**config.mk**
```make
export PLATFORM = sky130hd
export DESIGN_NAME = mult32x32_ctrl
export DESIGN_NICKNAME = d
export VERILOG_FILES = /design/src/rtl/mult32x32_pkg.sv /design/src/rtl/mult32x32_ctrl.sv
export SDC_FILE = /design/constraint.sdc
export NUM_CORES = 1
export LEC_CHECK = 0
export CORE_AREA = 5 5 42 44
export DETAILED_ROUTE_END_ITERATION = 6
export DIE_AREA = 0 0 47 49
export GPL_ROUTABILITY_DRIVEN = 0
export SYNTH_ARGS = -nofsm -noshare
export SYNTH_HDL_FRONTEND = slang
export SYNTH_SLANG_ARGS = --single-unit
```
**constraint.sdc**
```tcl
create_clock -name clk -period 1.25 [get_ports clk]
set_input_delay 0.125 -clock clk [delete_from_list [all_inputs] [get_ports clk]]
set_output_delay 0.125 -clock clk [all_outputs]
set_load 0.02 [all_outputs]
```
**src/rtl/mult32x32_pkg.sv**
```systemverilog
// Shared types and shift-select codes for the 32x32 multiplier controller and datapath.
package mult32x32_pkg;

  typedef enum logic [2:0] {
    IDLE,
    A0B0,
    A0B1,
    A1B0,
    A1B1
  } mult_state_t;

  localparam logic [1:0] SHIFT_0  = 2'b00;
  localparam logic [1:0] SHIFT_16 = 2'b01;
  localparam logic [1:0] SHIFT_32 = 2'b10;

endpackage

```
**src/rtl/mult32x32_ctrl.sv**
```systemverilog
// Sequencer for the 16x16-multiplier datapath: clears the product on start,
// then walks four partial-product steps and flags completion on done.
module mult32x32_ctrl
  import mult32x32_pkg::*;
#(
  parameter int unsigned DONE_LEVEL = 0
) (
  input  logic       clk,
  input  logic       reset,
  input  logic       start,
  output logic       busy,
  output logic       done,
  output logic       clr_prod,
  output logic       upd_prod,
  output logic       a_sel,
  output logic       b_sel,
  output logic [1:0] shift_sel
);

  mult_state_t state, state_nxt;

  always_ff @(posedge clk or posedge reset) begin
    if (reset) state <= IDLE;
    else       state <= state_nxt;
  end

  always_comb begin
    state_nxt = IDLE;
    busy      = 1'b0;
    clr_prod  = 1'b0;
    upd_prod  = 1'b0;
    a_sel     = 1'b0;
    b_sel     = 1'b0;
    shift_sel = SHIFT_0;
    unique case (state)
      IDLE: begin
        clr_prod  = start;
        state_nxt = start ? A0B0 : IDLE;
      end
      A0B0: begin
        busy      = 1'b1;
        upd_prod  = 1'b1;
        state_nxt = A0B1;
      end
      A0B1: begin
        busy      = 1'b1;
        upd_prod  = 1'b1;
        b_sel     = 1'b1;
        shift_sel = SHIFT_16;
        state_nxt = A1B0;
      end
      A1B0: begin
        busy      = 1'b1;
        upd_prod  = 1'b1;
        a_sel     = 1'b1;
        shift_sel = SHIFT_16;
        state_nxt = A1B1;
      end
      A1B1: begin
        busy      = 1'b1;
        upd_prod  = 1'b1;
        a_sel     = 1'b1;
        b_sel     = 1'b1;
        shift_sel = SHIFT_32;
        state_nxt = IDLE;
      end
      default: state_nxt = IDLE;
    endcase
  end

  // Level mode keeps done until the edge that accepts the next start.
  always_ff @(posedge clk or posedge reset) begin
    if (reset)
      done <= 1'b0;
    else if (state == A1B1)
      done <= 1'b1;
    else if ((DONE_LEVEL == 0) || ((state == IDLE) && start))
      done <= 1'b0;
  end

endmodule

```
==> results <==
- The run finished, with violations left.
- The final reports fail on negative setup slack.
- The number of buffer and inverter stages on the critical path is 1.
- The maximum single-stage delay on the critical path is around 0.45 ns.
- The signal on the critical path passes through and3b_1 -> or2_1 -> buf_6.
- The violation count after the first detailed-routing iteration is 1.
- The number of cells on the worst reg-to-reg path is 4.
- After clock tree synthesis, the clock-pin slew on the worst setup and hold paths is around 0.04 ns.
- The number of antenna violations at the first check in global routing is 0.
- The count of hold buffers inserted by post-cts repair is 0.
- In this run, synthesis inferred 0 flip-flops with an integrated enable.
- The worst clock skew on the final layout is 0.000126 ns.
- The count of unresolved DRC violations after routing is 0.
- Sorting the synthesized cells by area gives the leading types as dfrtp_1 42%, xnor2_1 11%, buf_6 9.5%.
- The required time of the critical path is 1.12 ns.
- Entering global routing, the biggest net connects 9 pins.
- The count of TritonRoute iterations in the first routing pass is 3.
- The placeable core area is between 1000 and 1500 um2.
- The total inserted antenna cells is 0.
- Synthesis produced a netlist whose cell count is 23.
- In the synthesized netlist, the cells that appear most often are 4 x dfrtp_1, 4 x nor2_1, 3 x xnor2_1.
- In this run the worst setup path begins at state[1].
- The later-pin clock latency in the skew report is 0.23 ns.
- The fraction of final layout cells with drive strength greater than 1 is 0.667.
- The instance count on the critical path is 3.
- The final routed wirelength across all metal layers is ~520 um.
- Synthesis inferred 4 register bits.
- The max-slew violation count is 0.
- After detailed routing, the number of vias per cell comes to 3.72.
- The number of clock sinks seen by CTS is 4.
- The leakage component of the power is about 0.21 nW.
- The endpoint identified for the worst register-to-register timing path is state[1].
- The remaining global-route overflow is 0.
- The area growth from synthesis to layout is 78.4%.
- The shortest period the worst path allows is between 1 and 1.5 ns.
- OpenSTA, run right after detailed placement, puts the worst setup slack at -0.340 ns.
- Setup repair after global routing could not meet its margin everywhere.
- The TritonCTS buffer count is 3.
- The critical path class is reg -> out.
- The worst-case IR drop observed on VDD is roughly 870 uV.
- The leading register cell type out of synthesis is dfrtp_1.
- The cell area power density is between 3000 and 4000 nW/um2.
- The class of the most critical hold timing path is in -> async.
- The worst slew margin relative to its limit is 0.859.
- In the finished design, the share of the clock period the worst path needs comes to 1.09.
- For this run, the top clock speed supported by timing is 734 MHz.
- The final hold violation count was 0.
- Once placement completed, the tool counted placed cells totaling 48.
- At the pin with the least slew margin, the transition time is 0.213 ns.
- The share of the yosys chip area belonging to registers is 0.421.
- Counting along the longest clock path gives a buffer depth of 2.
- The routed wire length per instance is roughly 9.0 um.
- The number of global-route vias before repair was 207.
- The worst setup slack for register-to-register paths is around 0.26 ns.
- The worst setup path is launched from a flip-flop.
- The total via count in the routed design is around 220.
- Of the post-synthesis cell area, the dominant cell type holds 0.421.
- The number of non-filler instances in the completed layout is a little under 60.
- Across the run, the number of max-cap violations was 0.
- Synthesis produced a netlist with a net count of 26.
- The filler cells instantiated in the layout total 156.
- In this run the remaining antenna-violating nets after routing total 0.
- The synthesis warning total is 0.
- The utilization after layout is 0.303.
- The cell area that synthesis handed to floorplanning was 238 um2.
- The clock root buffer is clkbuf_4.
- After floorplanning, the core was divided into 14 placement rows.
- The die covers ~2300 um2.
- The maximum fanout count along the critical path is 7.
- The data arrival time at the worst-slack endpoint is 1.24 ns.
- The unique cell type count in the Yosys netlist is 14.
- In this run the worst setup path terminates at a_sel.
- The post-layout worst setup margin is -0.113 ns.
- The all-layer global routing usage is 0.0594.
- The initial cell density of the core is 0.170.
- The net count of the finished layout is 47.
- The family of cells with the greatest summed delay on the critical path is flip-flops.
- After synthesis, the share of flip-flops with an asynchronous set or reset is 1.00.
- The die is 47 um wide.
- From bottom edge to top edge, the die measures ~49 um.
- The HPWL after detailed placement is roughly 330 um.
- The reg-to-reg critical path startpoint is state[0].
- For this design the top-level I/O count stands at 11.
- The most area-hungry cell type in the Yosys netlist is dfrtp_1.
- The TritonCTS clock tree is done.
- CTS built an H-tree with a depth of 1.
- The wire length of the first global-routing pass is approximately 860 um.
- The largest individual stage delay along the critical path comes from the cell dfrtp_2.
- The number of endpoints failing setup at the final stage is 7.
- The worst setup path is captured at an output port.
- The average instance area after synthesis is around 10 um2.
- Buffers placed on the I/O ports in this run total 10.
[cell usage in the layout (no fill, tap or decap), drive strengths merged]
| master | count |
|---|---|
| clkbuf | 3 |
| nor3 | 1 |
| dfrtp | 4 |
| xnor2 | 3 |
| nor4b | 1 |
| buf | 17 |
| dlygate4sd2 | 1 |
| nor3b | 2 |
| inv | 1 |
| and2b | 1 |
| clkdlybuf4s50 | 2 |
| or2 | 1 |
| nor2 | 4 |
| and3b | 1 |
[cell type report]
cell class | instances | area [um2] | share of cell area
inverter | 1 | 3.75 | 0.00885
sequential | 4 | 104 | 0.245
tap | 16 | 20.0 | 0.0472
timing repair buffer | 20 | 159 | 0.375
multi-input combinational | 14 | 115 | 0.271
clock buffer | 3 | 22.5 | 0.0531
[worst reg2reg max path, delay by kind of cell (launching register included)]
family                    cells  cell delay, ns
buffers and inverters         2            0.28
DFF                           1            0.44
and+or+nand+nor               1            0.05
xor gates and xnor gates      1            0.12
[power breakdown]
part	total [mW]	switching, mW	internal, mW
Clock	0.163	0.0551	0.108
Sequential	0.289	0.0953	0.194
Combinational	0.929	0.416	0.513
[through the flow]
stage	TNS (ns)	hold slack [ns]	total power [mW]	instance area, um2
6_report	-0.415	0.0717	1.38	424
5_1_grt	-0.814	0.0969	1.47	424
2_1_floorplan	0	-0.109	0.845	251
3_3_place_gp	-1.98	0.320	1.11	359
4_1_cts	-0.483	0.0705	1.39	420
3_5_place_dp	-1.95	0.322	1.11	359
[how the worst min path moves through the flow]
stage / start / end / slack (ns)
3_5_place_dp: reset / done / 0.32
4_1_cts: reset / done / 0.07
2_1_floorplan: reset / done / -0.11
6_report: reset / done / 0.07
5_1_grt: reset / state[1] / 0.1
3_3_place_gp: reset / done / 0.32
[cells by family after synthesis]
group	after synthesis	synth area share
simple gates	11	0.305
buf+inv	5	0.163
flops	4	0.421
xor+xnor	3	0.111
[registers in the layout (all words and copies together), names as in the netlist]
| register | flops |
|---|---|
| state | 3 |
| done | 1 |
[routing by layer]
layer / track usage / part of all wire / up-vias
met5: 0 / 0 / -
met4: 0.0829 / 0 / 0
met3: 0.0332 / 0.046 / 0
met2: 0.0724 / 0.56 / 7
met1: 0.0556 / 0.40 / 99
li1: - / - / 110
[timing repair]
| action | 4_1_cts | 5_1_grt |
|---|---|---|
| pin swaps | 2 | 0 |
| resized for setup | 41 | 1 |
| setup buffers | 7 | 0 |
| setup endpoints to repair | 8 | 7 |
(Power assumes the default switching activity.)
